<file path="src/rtl/gonso_sequencer_pkg.sv">
// Shared definitions for the gonso read sequencer: FSM state encoding and
// the SRAM read latency the WAIT state is sized for.
package gonso_sequencer_pkg;

  typedef enum logic [1:0] {
    ST_IDLE = 2'd0,
    ST_REQ  = 2'd1,
    ST_WAIT = 2'd2,
    ST_HOLD = 2'd3
  } seq_state_t;

  localparam int unsigned SRAM_RD_LATENCY = 1;

endpackage

</file>
<file path="src/rtl/gonso_seq_addr_gen.sv">
// Address and pass counters for the gonso sequencer. Holds the latched run
// configuration and reports where the walk stands so the FSM can decide.
module gonso_seq_addr_gen #(
  parameter int ASIZE = 32,
  parameter int CSIZE = 4
) (
  input  logic             clk,
  input  logic             rst_n,
  input  logic             load,
  input  logic             advance,
  input  logic [ASIZE-1:0] first,
  input  logic [ASIZE-1:0] last,
  input  logic [CSIZE-1:0] count,
  output logic [ASIZE-1:0] addr,
  output logic [CSIZE-1:0] pass_idx,
  output logic             last_hit,
  output logic             wrap,
  output logic             final_byte
);

  logic [ASIZE-1:0] first_q;
  logic [ASIZE-1:0] last_q;
  logic [CSIZE-1:0] count_q;
  logic [ASIZE-1:0] addr_q;
  logic [CSIZE-1:0] pass_q;
  logic [ASIZE-1:0] addr_next;
  logic             final_pass;

  assign final_pass = (pass_q == (count_q - CSIZE'(1)));
  assign last_hit   = (addr_q == last_q);
  assign wrap       = last_hit && !final_pass;
  assign final_byte = last_hit && final_pass;
  // Wraps back to the first address at the end of each non-final pass.
  assign addr_next  = last_hit ? first_q : (addr_q + ASIZE'(1));

  always_ff @(posedge clk or negedge rst_n) begin
    if (!rst_n) begin
      first_q <= '0;
      last_q  <= '0;
      count_q <= '0;
      addr_q  <= '0;
      pass_q  <= '0;
    end else if (load) begin
      first_q <= first;
      last_q  <= last;
      count_q <= count;
      addr_q  <= first;
      pass_q  <= '0;
    end else if (advance && !final_byte) begin
      addr_q <= addr_next;
      if (wrap) pass_q <= pass_q + CSIZE'(1);
    end
  end

  assign addr     = addr_q;
  assign pass_idx = pass_q;

endmodule

</file>
<file path="src/rtl/gonso_sequencer.sv">
// Walks the SRAM read port over [w_first..w_last] w_count times and streams
// each byte out over valid/ready; progress spans the whole run.
module gonso_sequencer #(
  parameter int ASIZE = 32,
  parameter int CSIZE = 4
) (
  input  logic             clk,
  input  logic             rst_n,
  input  logic             start,
  input  logic             abort,
  input  logic [CSIZE-1:0] w_count,
  input  logic [ASIZE-1:0] w_first,
  input  logic [ASIZE-1:0] w_last,
  output logic             progress,
  output logic             err,
  output logic [CSIZE-1:0] pass_idx,
  output logic             cs_n,
  output logic [ASIZE-1:0] addr,
  input  logic [7:0]       rdata,
  output logic             byte_valid,
  output logic [7:0]       byte_data,
  output logic             byte_last,
  input  logic             byte_ready
);

  import gonso_sequencer_pkg::*;

  // state | meaning
  // IDLE  | no run; accepts start
  // REQ   | chip select asserted, address presented
  // WAIT  | read data returning, captured at end of cycle
  // HOLD  | byte offered downstream until accepted

  seq_state_t state_q, state_d;
  logic       load;
  logic       advance;
  logic       reject;
  logic       cfg_ok;
  logic       last_hit;
  logic       wrap;
  logic       final_byte;

  assign cfg_ok = (w_count != '0) && (w_first <= w_last);

  gonso_seq_addr_gen #(
    .ASIZE(ASIZE),
    .CSIZE(CSIZE)
  ) u_addr_gen (
    .clk       (clk),
    .rst_n     (rst_n),
    .load      (load),
    .advance   (advance),
    .first     (w_first),
    .last      (w_last),
    .count     (w_count),
    .addr      (addr),
    .pass_idx  (pass_idx),
    .last_hit  (last_hit),
    .wrap      (wrap),
    .final_byte(final_byte)
  );

  always_comb begin
    state_d = state_q;
    load    = 1'b0;
    advance = 1'b0;
    reject  = 1'b0;
    case (state_q)
      ST_IDLE: begin
        if (start && !abort) begin
          if (cfg_ok) begin
            load    = 1'b1;
            state_d = ST_REQ;
          end else begin
            reject = 1'b1;
          end
        end
      end
      ST_REQ:  state_d = ST_WAIT;
      ST_WAIT: state_d = ST_HOLD;
      ST_HOLD: begin
        if (byte_ready) begin
          // An abort alongside the handshake still ends the run; counters freeze.
          advance = !abort;
          state_d = (!last_hit || wrap) ? ST_REQ : ST_IDLE;
        end
      end
      default: state_d = ST_IDLE;
    endcase
    if (abort) state_d = ST_IDLE;
  end

  always_ff @(posedge clk or negedge rst_n) begin
    if (!rst_n) begin
      state_q   <= ST_IDLE;
      progress  <= 1'b0;
      err       <= 1'b0;
      byte_data <= '0;
      byte_last <= 1'b0;
    end else begin
      state_q  <= state_d;
      progress <= (state_d != ST_IDLE);
      if (reject) begin
        err <= 1'b1;
      end else if (load) begin
        err <= 1'b0;
      end
      if (state_q == ST_WAIT) begin
        byte_data <= rdata;
        byte_last <= final_byte;
      end
    end
  end

  assign cs_n       = (state_q != ST_REQ);
  assign byte_valid = (state_q == ST_HOLD);

endmodule

</file>
<file path="config.mk">
export PLATFORM = sky130hd
export DESIGN_NAME = gonso_sequencer
export DESIGN_NICKNAME = d
export VERILOG_FILES = /design/src/rtl/gonso_sequencer_pkg.sv /design/src/rtl/gonso_seq_addr_gen.sv /design/src/rtl/gonso_sequencer.sv
export SDC_FILE = /design/constraint.sdc
export NUM_CORES = 1
export LEC_CHECK = 0
export BUFFER_PORTS_ARGS = -buffer_cell sky130_fd_sc_hd__buf_2
export CAP_MARGIN = 25
export CELL_PAD_IN_SITES_DETAIL_PLACEMENT = 2
export CELL_PAD_IN_SITES_GLOBAL_PLACEMENT = 2
export CORE_MARGIN = 5
export CORE_UTILIZATION = 37
export CTS_CLUSTER_DIAMETER = 150
export CTS_CLUSTER_SIZE = 24
export DETAILED_ROUTE_END_ITERATION = 16
export HOLD_SLACK_MARGIN = 0.1
export PLACE_DENSITY = 0.86
export SLEW_MARGIN = 10
export SYNTH_ARGS = -nofsm -noshare
export SYNTH_HDL_FRONTEND = slang
export SYNTH_SLANG_ARGS = --single-unit
</file>
<file path="constraint.sdc">
create_clock -name clk -period 4.85 [get_ports clk]
set_input_delay 0.7275 -clock clk [delete_from_list [all_inputs] [get_ports clk]]
set_output_delay 0.7275 -clock clk [all_outputs]
set_load 0.005 [all_outputs]
</file>
==> flow_summary_export.csv <==
group,metric,value,unit
cts,post_cts_buffers,0,
placed_design,place_worst_setup_slack,1.05,ns
worst_setup_path,timing.rr.end,"u_addr_gen.addr[23]",
pwr,power.density,512,mW/mm²
synth,syn_avg_cell_area,9.40,µm²
placed_design,globalplace.congestion,0.842,
synth,syn-cell-area,0.00712,mm²
finish,num-fill-cells,2047,
timing,tns,0,ns
worst_setup_path,crit_type,"flop to flop",
drt,antenna_left,0,
finish,register_area,0.00293,mm²
worst_setup_path,rrSetupSlack,1.24,ns
cts,max-clock-path-buffers,2,
synth,netlist_top_cells_count,"117 x dfrtp_1, 77 x nand2_1, 74 x inv_1",
finish,antenna_cells,0,
cts,ctsHtreeMaxLevel,4,
floorplanning,row_count,50,
worst_setup_path,start_kind,"flop",
finish,drive_above_1_share,26.7,%
timing,rsz0062_at_grt,"false",
worst_setup_path,critPathRequiredTime,5.16,ns
cts,insertion_delay,0.43,ns
timing,worst_slack,1.24,ns
drt,vias,6530,
floorplanning,die_width,149,µm
min_path,min_path_type,"primary input to async pin",
finish,nNetsFinal,984,
cts,postCtsResizedCells,0,
grt,grt_max_degree,79,
cts,cts_sinks,117,
floorplanning,ios,130,
grt,antenna_found_initial,0,
grt,grt-ovfl-total,0,
synth,synthesis.instances,757,
timing,drv_slew,0,
run_status,status,"finished clean",
placed_design,dp_hpwl,19.1,mm
timing,slew_headroom,27.6,%
synth,yosys.area.top_type,"dfrtp_1",
grt,grt_usage,26.4,%
worst_setup_path,critPathCaptureType,"flop",
pwr,power_leakage,3.92,nW
worst_setup_path,crit_fanout,34,
drt,drtPass1Iterations,5,
worst_setup_path,worst_r2r_startpoint,"u_addr_gen.addr[3]",
cts,cts_inserted_buffers,17,
floorplanning,placeableCoreArea,0.0188,mm²
drt,drc,0,
synth,synthTopCellsByArea,"dfrtp_1 41%, mux2_2 7.3%, ha_1 6.2%, xor2_1 4.4%, nand2_1 4.1%",
timing,timing.fmax,277,MHz
synth,ys_types,58,
synth,synth-edff-count,0,
worst_setup_path,arrival,3.92,ns
grt,grt_pass1_wl,44.8,mm
cts,cts-root-buf,"clkbuf_16",
synth,synth_top_area_share,41.1,%
finish,areaGrowthSynthToFinish,20.4,%
floorplanning,die_h,149,µm
synth,ys_seq_area_share,41.1,%
job,cap_violations,0,
cts,hold_buffers,0,
synth,synth_warnings,0,
synth,async_flop_share,100,%
drt,via_per_inst,5.73,
timing,finalCriticalPeriod,3.61,ns
timing,finalHoldViolations,0,
drt,drt-total-wl,28.4,mm
synth,yosys_register_bits,117,
cts,cts_tree,"yes",
timing,holdWs,0.317,ns
floorplanning,dieArea,0.0221,mm²
finish,multi_input_area,0.00364,mm²
drt,initialDrtViolationCount,358,
synth,post-synth-top-count-cell,"dfrtp_1",
worst_setup_path,reg2regPathDepth,7,
cts,path_clk_slew,0.06,ns
floorplanning,start_util,37.8,%
placed_design,io_buffer_count,129,
synth,ys.flop_type,"dfrtp_1",
pwr,vdd_ir_drop_max,0.206,mV
timing,clock_skew,0.0123,ns
pwr,power,4.39,mW
synth,synth_nets,873,
timing,finalSetupViolCount,0,
drt,routedWlPerCell,25.0,µm
grt,grt_pass1_vias,7596,
timing,min_period_over_period,74.4,%
timing,tightest_slew,1.09,ns
routing by layer:
layer	GRT usage [%]	part of all wire [%]
met2	44.4	49
met5	0	0
met3	5.82	6.4
met4	11.2	3.8
met1	32.6	41
area by class of cell:
cell class	instances	area share, %
Tap cell	260	3.80
Clock buffer	22	5.65
Multi-Input combinational cell	519	42.5
Sequential cell	117	34.2
Timing Repair Buffer	139	8.65
Clock inverter	9	2.02
Inverter	74	3.24
worst max-delay path, cell delays in order, from the launching register on:
cell and delay [ns]:
dfrtp_1 0.49, xor2_1 0.22, nor4_1 0.58, nand4_1 0.43, or2_2 0.73, nand2_2 0.51
o32ai_1 0.18, o31ai_1 0.34
cell usage in the layout (no fill, tap or decap), types with 7 or more instances in the layout:
master / n
mux2i_1: 12
ha_1: 35
nand3_1: 27
nand2_1: 77
clkbuf_16: 17
mux2_2: 46
and4_1: 7
inv_1: 74
nand4_1: 19
xor2_1: 36
o22ai_1: 10
xnor2_1: 9
o21ai_1: 14
o21ai_0: 46
o221ai_1: 9
nor2_1: 28
buf_2: 128
dfrtp_1: 117
o31ai_1: 8
nor4_1: 13
nor3_1: 10
buf_4: 8
a21oi_1: 43
kinds of logic (layout without fill, tap and decap cells):
family,Yosys count,after routing,share of synthesized area [%]
simple gates,204,204,14.1
compound gates,177,177,16.2
buf+inv,121,244,7.95
flops,117,117,41.1
mux,58,58,8.97
xor+xnor,45,45,5.54
fa+ha+maj,35,35,6.15
through the flow:
step | cells | cell area, µm² | utilization, %
6_report | 1140 | 8570 | 45.5
5_1_grt | 1140 | 8570 | 45.5
4_1_cts | 1139 | 8560 | 45.5
3_5_place_dp | 1108 | 7900 | 42.0
3_3_place_gp | 1107 | 7890 | 41.9
2_1_floorplan | 757 | 7120 | -
worst max path at each step:
stage | start | endpoint | cells past startpoint | slack [ns]
global placement | w_last[11] | u_addr_gen.last_q[25] | 10 | 1.21
finish | u_addr_gen.addr[3] | u_addr_gen.addr[23] | 7 | 1.24
global route | u_addr_gen.addr[15] | u_addr_gen.addr[23] | 7 | 1.11
detailed placement | w_last[30] | u_addr_gen.last_q[25] | 10 | 1.05
CTS | u_addr_gen.addr[15] | u_addr_gen.addr[23] | 7 | 1.29
floorplan | w_last[27] | u_addr_gen.count_q[2] | 10 | 2.02
flip-flops by register name, summed over array words and instances (netlist names):
name,count
u_addr_gen.addr,32
u_addr_gen.first_q,32
u_addr_gen.last_q,32
byte_data,8
u_addr_gen.count_q,4
u_addr_gen.pass_idx,4
state_q,2
byte_last,1
err,1
progress,1
power by group:
| part | switching [mW] | internal, mW | leakage (nW) |
|---|---|---|---|
| Clock | 0.489 | 0.961 | 0.322 |
| Combinational | 0.690 | 0.529 | 2.17 |
| Sequential | 0.407 | 1.31 | 1.43 |
No activity file was read; power rests on OpenSTA's default activity.
